### config.mk
export PLATFORM = sky130hd
export DESIGN_NAME = decoder_scan_seq
export DESIGN_NICKNAME = d
export VERILOG_FILES = /design/src/rtl/decoder_pkg.sv /design/src/rtl/decoder_core.sv /design/src/rtl/decoder_scan_seq.sv
export SDC_FILE = /design/constraint.sdc
export NUM_CORES = 1
export LEC_CHECK = 0
export CORE_MARGIN = 10
export CORE_UTILIZATION = 53
export CTS_CLUSTER_DIAMETER = 80
export DETAILED_ROUTE_END_ITERATION = 10
export PLACE_DENSITY = 0.85
export SLEW_MARGIN = 25
export SYNTH_ARGS = -nofsm -noshare
export SYNTH_HDL_FRONTEND = slang
export SYNTH_HIERARCHICAL = 1
export SYNTH_SLANG_ARGS = --single-unit
### constraint.sdc
create_clock -name clk -period 2.3 [get_ports clk]
set_input_delay 0.345 -clock clk [delete_from_list [all_inputs] [get_ports clk]]
set_output_delay 0.345 -clock clk [all_outputs]
set_load 0.01 [all_outputs]
### src/rtl/decoder_pkg.sv
// Shared types and helpers for the scanning one-hot decoder.
// The one-hot helper is sized for the widest supported select; callers cast to their width.
package decoder_pkg;

  typedef enum logic [0:0] {
    IDLE = 1'b0,
    SCAN = 1'b1
  } scan_state_t;

  localparam int DWELL_MIN = 1;
  localparam int SEL_W_MAX = 10;
  localparam int OUT_W_MAX = 2 ** SEL_W_MAX;

  function automatic logic [OUT_W_MAX-1:0] onehot(input logic [SEL_W_MAX-1:0] sel);
    onehot = '0;
    onehot[sel] = 1'b1;
  endfunction

endpackage

### src/rtl/decoder_core.sv
// Combinational SEL_W -> 2**SEL_W one-hot decoder with output enable.
module decoder_core
  import decoder_pkg::*;
#(
  parameter int SEL_W = 5
) (
  input  logic [SEL_W-1:0]      i_sel,
  input  logic                  i_en,
  output logic [2**SEL_W-1:0]   o_dout
);

  localparam int OUT_W = 2 ** SEL_W;

  assign o_dout = i_en ? OUT_W'(onehot(SEL_W_MAX'(i_sel))) : '0;

endmodule

### src/rtl/decoder_scan_seq.sv
// Registered one-hot decoder: direct decode of a host select, or a timed scan
// across all outputs with pause, abort, single-pass and continuous modes.
module decoder_scan_seq
  import decoder_pkg::*;
#(
  parameter int SEL_W   = 5,
  parameter int DWELL_W = 8
) (
  input  logic                 clk,
  input  logic                 rst_n,
  input  logic                 en,
  input  logic                 mode,
  input  logic [SEL_W-1:0]     sel,
  input  logic                 start,
  input  logic                 stop,
  input  logic                 loop,
  input  logic [DWELL_W-1:0]   dwell,
  output logic [2**SEL_W-1:0]  dout,
  output logic [SEL_W-1:0]     cur_sel,
  output logic                 busy,
  output logic                 wrap,
  output logic                 done
);

  localparam int OUT_W = 2 ** SEL_W;
  localparam logic [SEL_W-1:0]   LAST_SEL   = {SEL_W{1'b1}};
  localparam logic [SEL_W-1:0]   SEL_ONE    = {{(SEL_W-1){1'b0}}, 1'b1};
  localparam logic [OUT_W-1:0]   SLOT0      = {{(OUT_W-1){1'b0}}, 1'b1};
  localparam logic [DWELL_W-1:0] DWELL_ONE  = DWELL_W'(DWELL_MIN);

  scan_state_t        r_state;
  logic [OUT_W-1:0]   r_dout;
  logic [SEL_W-1:0]   r_cur_sel;
  logic               r_busy;
  logic               r_wrap;
  logic               r_done;
  logic [DWELL_W-1:0] r_cnt;
  logic [DWELL_W-1:0] r_dwell_l;
  logic               r_loop_l;
  logic [OUT_W-1:0]   w_dec;
  logic               w_abort;

  decoder_core #(.SEL_W(SEL_W)) u_core (
    .i_sel  (sel),
    .i_en   (en),
    .o_dout (w_dec)
  );

  // Leaving scan mode counts as an abort, same as an explicit stop.
  assign w_abort = stop | ~mode;

  // Scan sequencer and registered decoder outputs.
  always_ff @(posedge clk or negedge rst_n) begin
    if (!rst_n) begin
      r_state   <= IDLE;
      r_dout    <= '0;
      r_cur_sel <= '0;
      r_busy    <= 1'b0;
      r_wrap    <= 1'b0;
      r_done    <= 1'b0;
      r_cnt     <= '0;
      r_dwell_l <= '0;
      r_loop_l  <= 1'b0;
    end else begin
      r_wrap <= 1'b0;
      r_done <= 1'b0;
      case (r_state)
        IDLE: begin
          if (!mode) begin
            r_dout <= w_dec;
            if (en) begin
              r_cur_sel <= sel;
            end
          end else if (start && !stop) begin
            r_dwell_l <= (dwell == '0) ? DWELL_ONE : dwell;
            r_loop_l  <= loop;
            r_cnt     <= DWELL_ONE;
            r_cur_sel <= '0;
            r_dout    <= SLOT0;
            r_busy    <= 1'b1;
            r_state   <= SCAN;
          end else begin
            r_dout <= '0;
          end
        end
        SCAN: begin
          if (w_abort) begin
            r_dout  <= '0;
            r_busy  <= 1'b0;
            r_state <= IDLE;
          end else if (en) begin
            if (r_cnt != r_dwell_l) begin
              r_cnt <= r_cnt + DWELL_ONE;
            end else if (r_cur_sel != LAST_SEL) begin
              r_cnt     <= DWELL_ONE;
              r_cur_sel <= r_cur_sel + SEL_ONE;
              r_dout    <= {r_dout[OUT_W-2:0], 1'b0};
            end else if (r_loop_l) begin
              r_cnt     <= DWELL_ONE;
              r_cur_sel <= '0;
              r_dout    <= SLOT0;
              r_wrap    <= 1'b1;
            end else begin
              r_dout  <= '0;
              r_busy  <= 1'b0;
              r_done  <= 1'b1;
              r_state <= IDLE;
            end
          end else begin
            r_cnt <= r_cnt;
          end
        end
        default: begin
          r_state <= IDLE;
          r_dout  <= '0;
          r_busy  <= 1'b0;
        end
      endcase
    end
  end

  assign dout    = r_dout;
  assign cur_sel = r_cur_sel;
  assign busy    = r_busy;
  assign wrap    = r_wrap;
  assign done    = r_done;

endmodule

==> summary.md <==
| Metric | Value |
|---|---|
| Final instance area | `0.004213 mm^2` |
| Critical path startpoint category | `register` |
| Total track usage | `18.03%` |
| CP endpoint kind | `register` |
| Cts repair resizes | `0` |
| DRT iter0 DRCs | `195` |
| Ant. Diodes | `0` |
| Pleak | `0.001882 uW` |
| Critical path's largest stage delay | `410 ps` |
| Max Slew Vio Count | `0` |
| Clk root buf | `clkbuf_8` |
| Chip height | `99.20 um` |
| Setup CP Type | `register to register` |
| Max FO, Critical Path | `5` |
| Die width | `99.20 um` |
| CTS clk-pin slew, worst paths | `60 ps` |
| Crit share post-route | `91.78%` |
| H-tree levels | `3` |
| Final setup vio count | `0` |
| Remaining antenna violation count | `0` |
| Vias in the first global route | `2903` |
| Post-synth EDFFs | `0` |
| Area Overhead vs Synth | `26.72%` |
| Worst path cell trace | `ha_1 > and3_1 > ha_1 > nand2b_1 > and3_1 > a211oi_2 > a21oi_2 > mux2_1` |
| CTS tree | `done` |
| Initial antenna violation count | `0` |
| Mapped Cells | `363` |
| Starting density of the core | `55.49%` |
| Worst-skew pair later-pin latency | `330 ps` |
| Seq/Total Area, Yosys | `43.66%` |
| Main synth FF type | `dfrtp_1` |
| Period minus WS final | `2111 ps` |
| Status | `finished, final reports clean` |
| Required @ worst endpoint | `2520 ps` |
| CTS Buf Count | `9` |
| VDD IR-drop max | `0.4148 mV` |
| Routed vias/inst | `5.864` |
| Ys Warns | `6` |
| Area of the multi-input gates | `0.001747 mm^2` |
| Number of fill cells | `459` |
| Routability cong. | `0.8417` |
| Core Region | `0.005991 mm^2` |
| Storage cell area | `0.001451 mm^2` |
| Ports | `60` |
| RSZ-0062 raised after global routing | `no` |
| Clock skew | `5.142 ps` |
| Slew @ Worst Pin | `650.8 ps` |
| Slew margin rel. | `56.61%` |
| DRC Markers | `0` |
| First-pass GRT wire length | `14.52 mm` |
| Worst path depth | `8` |
| Fmax | `473.7 MHz` |
| Overall Power | `2479 uW` |
| Final net count | `450` |
| Longest Clk Path Bufs | `2` |
| Number of synthesized register bits | `58` |
| WL final | `8.690 mm` |
| Syn_area_per_cell | `9.158 um^2` |
| Die area | `0.009841 mm^2` |
| Hold WC Path Type | `input pin to asynchronous set/reset pin` |
| Drt first pass iters | `5` |
| Placed Area | `0.004034 mm^2` |
| Synthesized area | `0.003324 mm^2` |
| DPL Wire Length | `6.091 mm` |
| Port Buffers | `59` |
| Largest net degree at the start of global routing | `38` |
| Crit path max-delay family | `simple AND/OR/NAND/NOR gates` |
| R2R depth | `8` |
| Buf/Inv on CP | `0` |
| Max-cap violations | `0` |
| Rows | `28` |
| Syn nets | `387` |
| CTS sink count | `58` |
| Ys async rst share | `100.0%` |
| Vias | `2967` |
| Critical path arrival | `2330 ps` |
| Pwr dens | `588.5 mW/mm^2` |
| CP max stage cell | `dfrtp_1` |
| Final Hold Fails | `0` |
| Global route total overflow | `0` |
| Setup TNS | `0 ps` |
| Share of cells above drive strength 1 | `10.90%` |
| Synth cell types | `45` |
| WL per Instance | `17.17 um` |
[flip-flops by register name, summed over array words and instances, names as in the netlist]
| signal | cells |
|---|---|
| r_dwell_l | 8 |
| r_cnt | 8 |
| cur_sel | 5 |
| done | 1 |
| r_loop_l | 1 |
| r_state | 1 |
| wrap | 1 |
| busy | 1 |
| dout | 32 |
[what timing repair did]
| item | CTS | global route |
|---|---|---|
| endpoints found under the hold margin | 0 | 0 |
| setup buffers | 0 | 2 |
| setup endpoints to repair | 0 | 1 |
| hold buffers | 0 | 0 |
[cell families after synthesis]
group,count (synthesis),synth area share [%]
flops,58,43.66
simple gates,154,24.28
mux,13,4.253
fa+ha+maj,4,1.506
buf+inv,30,3.877
xor+xnor,10,2.635
compound gates,94,19.80
[cell type report]
cell class / instances / area share [%]
Tap cell: 75 / 2.228
Multi-Input combinational cell: 275 / 41.46
Sequential cell: 58 / 34.45
Clock buffer: 13 / 3.534
Clock inverter: 3 / 0.3564
Timing Repair Buffer: 75 / 17.34
Inverter: 7 / 0.6237
[per-layer routing]
layer,global-route usage [%],share of wire (%)
met4,6.836,1.1
met1,22.74,42
met3,4.706,8.1
met2,28.91,49
met5,0,0
[Yosys cell counts (3+ instances only)]
master / instances / area (um^2)
and3_1: 6 / 37.54
clkbuf_1: 16 / 60.06
nand4b_1: 3 / 26.28
nor2_1: 38 / 142.6
o22ai_1: 3 / 18.77
o21ai_0: 33 / 165.2
a21oi_1: 5 / 25.02
buf_4: 3 / 22.52
ha_1: 4 / 50.05
inv_1: 7 / 26.28
nor3_1: 4 / 20.02
o31a_1: 4 / 35.03
a31oi_1: 3 / 18.77
a2bb2oi_1: 32 / 280.3
xor2_1: 8 / 70.07
nand2_1: 46 / 172.7
a21o_1: 3 / 22.52
dfrtp_1: 58 / 1451
nand3_1: 6 / 30.03
mux2i_1: 4 / 40.04
nand2b_1: 5 / 31.28
nor2b_1: 31 / 193.9
nand4bb_1: 3 / 33.78
buf_2: 4 / 20.02
mux2_2: 8 / 90.09
[metrics by stage]
| step | hold slack, ps | utilization [%] | setup slack [ps] | cells |
|---|---|---|---|---|
| after floorplan | 49.41 | - | 208.8 | 363 |
| after global placement | 398.1 | 67.34 | 269.4 | 488 |
| after detailed placement | 406.2 | 67.34 | 200.6 | 488 |
| after CTS | 47.54 | 70.07 | 194.6 | 504 |
| after global routing | 77.77 | 70.32 | 45.34 | 506 |
| final | 33.77 | 70.32 | 189.1 | 506 |
[cell usage in the layout (no fill, tap or decap), types with 4 or more instances in the layout]
cell type / count
ha_1: 4
buf_4: 14
nor3_1: 4
clkbuf_8: 10
clkdlybuf4s50_1: 58
nor2b_1: 31
nand2_1: 46
mux2i_1: 4
a21oi_1: 5
dfrtp_1: 58
a2bb2oi_1: 32
inv_1: 7
mux2_2: 8
nand2b_1: 5
o31a_1: 4
xor2_1: 8
nand3_1: 6
and3_1: 6
o21ai_0: 33
nor2_1: 37
[where the power goes]
part | total [uW] | switching, uW | internal, uW
logic | 500 | 246 | 254
registers | 1180 | 76.1 | 1100
clock network | 803 | 387 | 416
total | 2480 | 709 | 1770
[path summary, 6_finish.rpt]
| check | slack (ps) | start | end |
|---|---|---|---|
| worst max-delay path | 190 | cur_sel[1] | cur_sel[2] |
| worst min-delay path | 30 | rst_n | dout[3] |
| worst max register to register | 190 | cur_sel[1] | cur_sel[2] |
| worst min register to register | 530 | dout[0] | dout[0] |
| max in group asynchronous | 1670 | rst_n | dout[21] |
| min in group clk | 530 | dout[0] | dout[0] |
(Power assumes the default switching activity.)
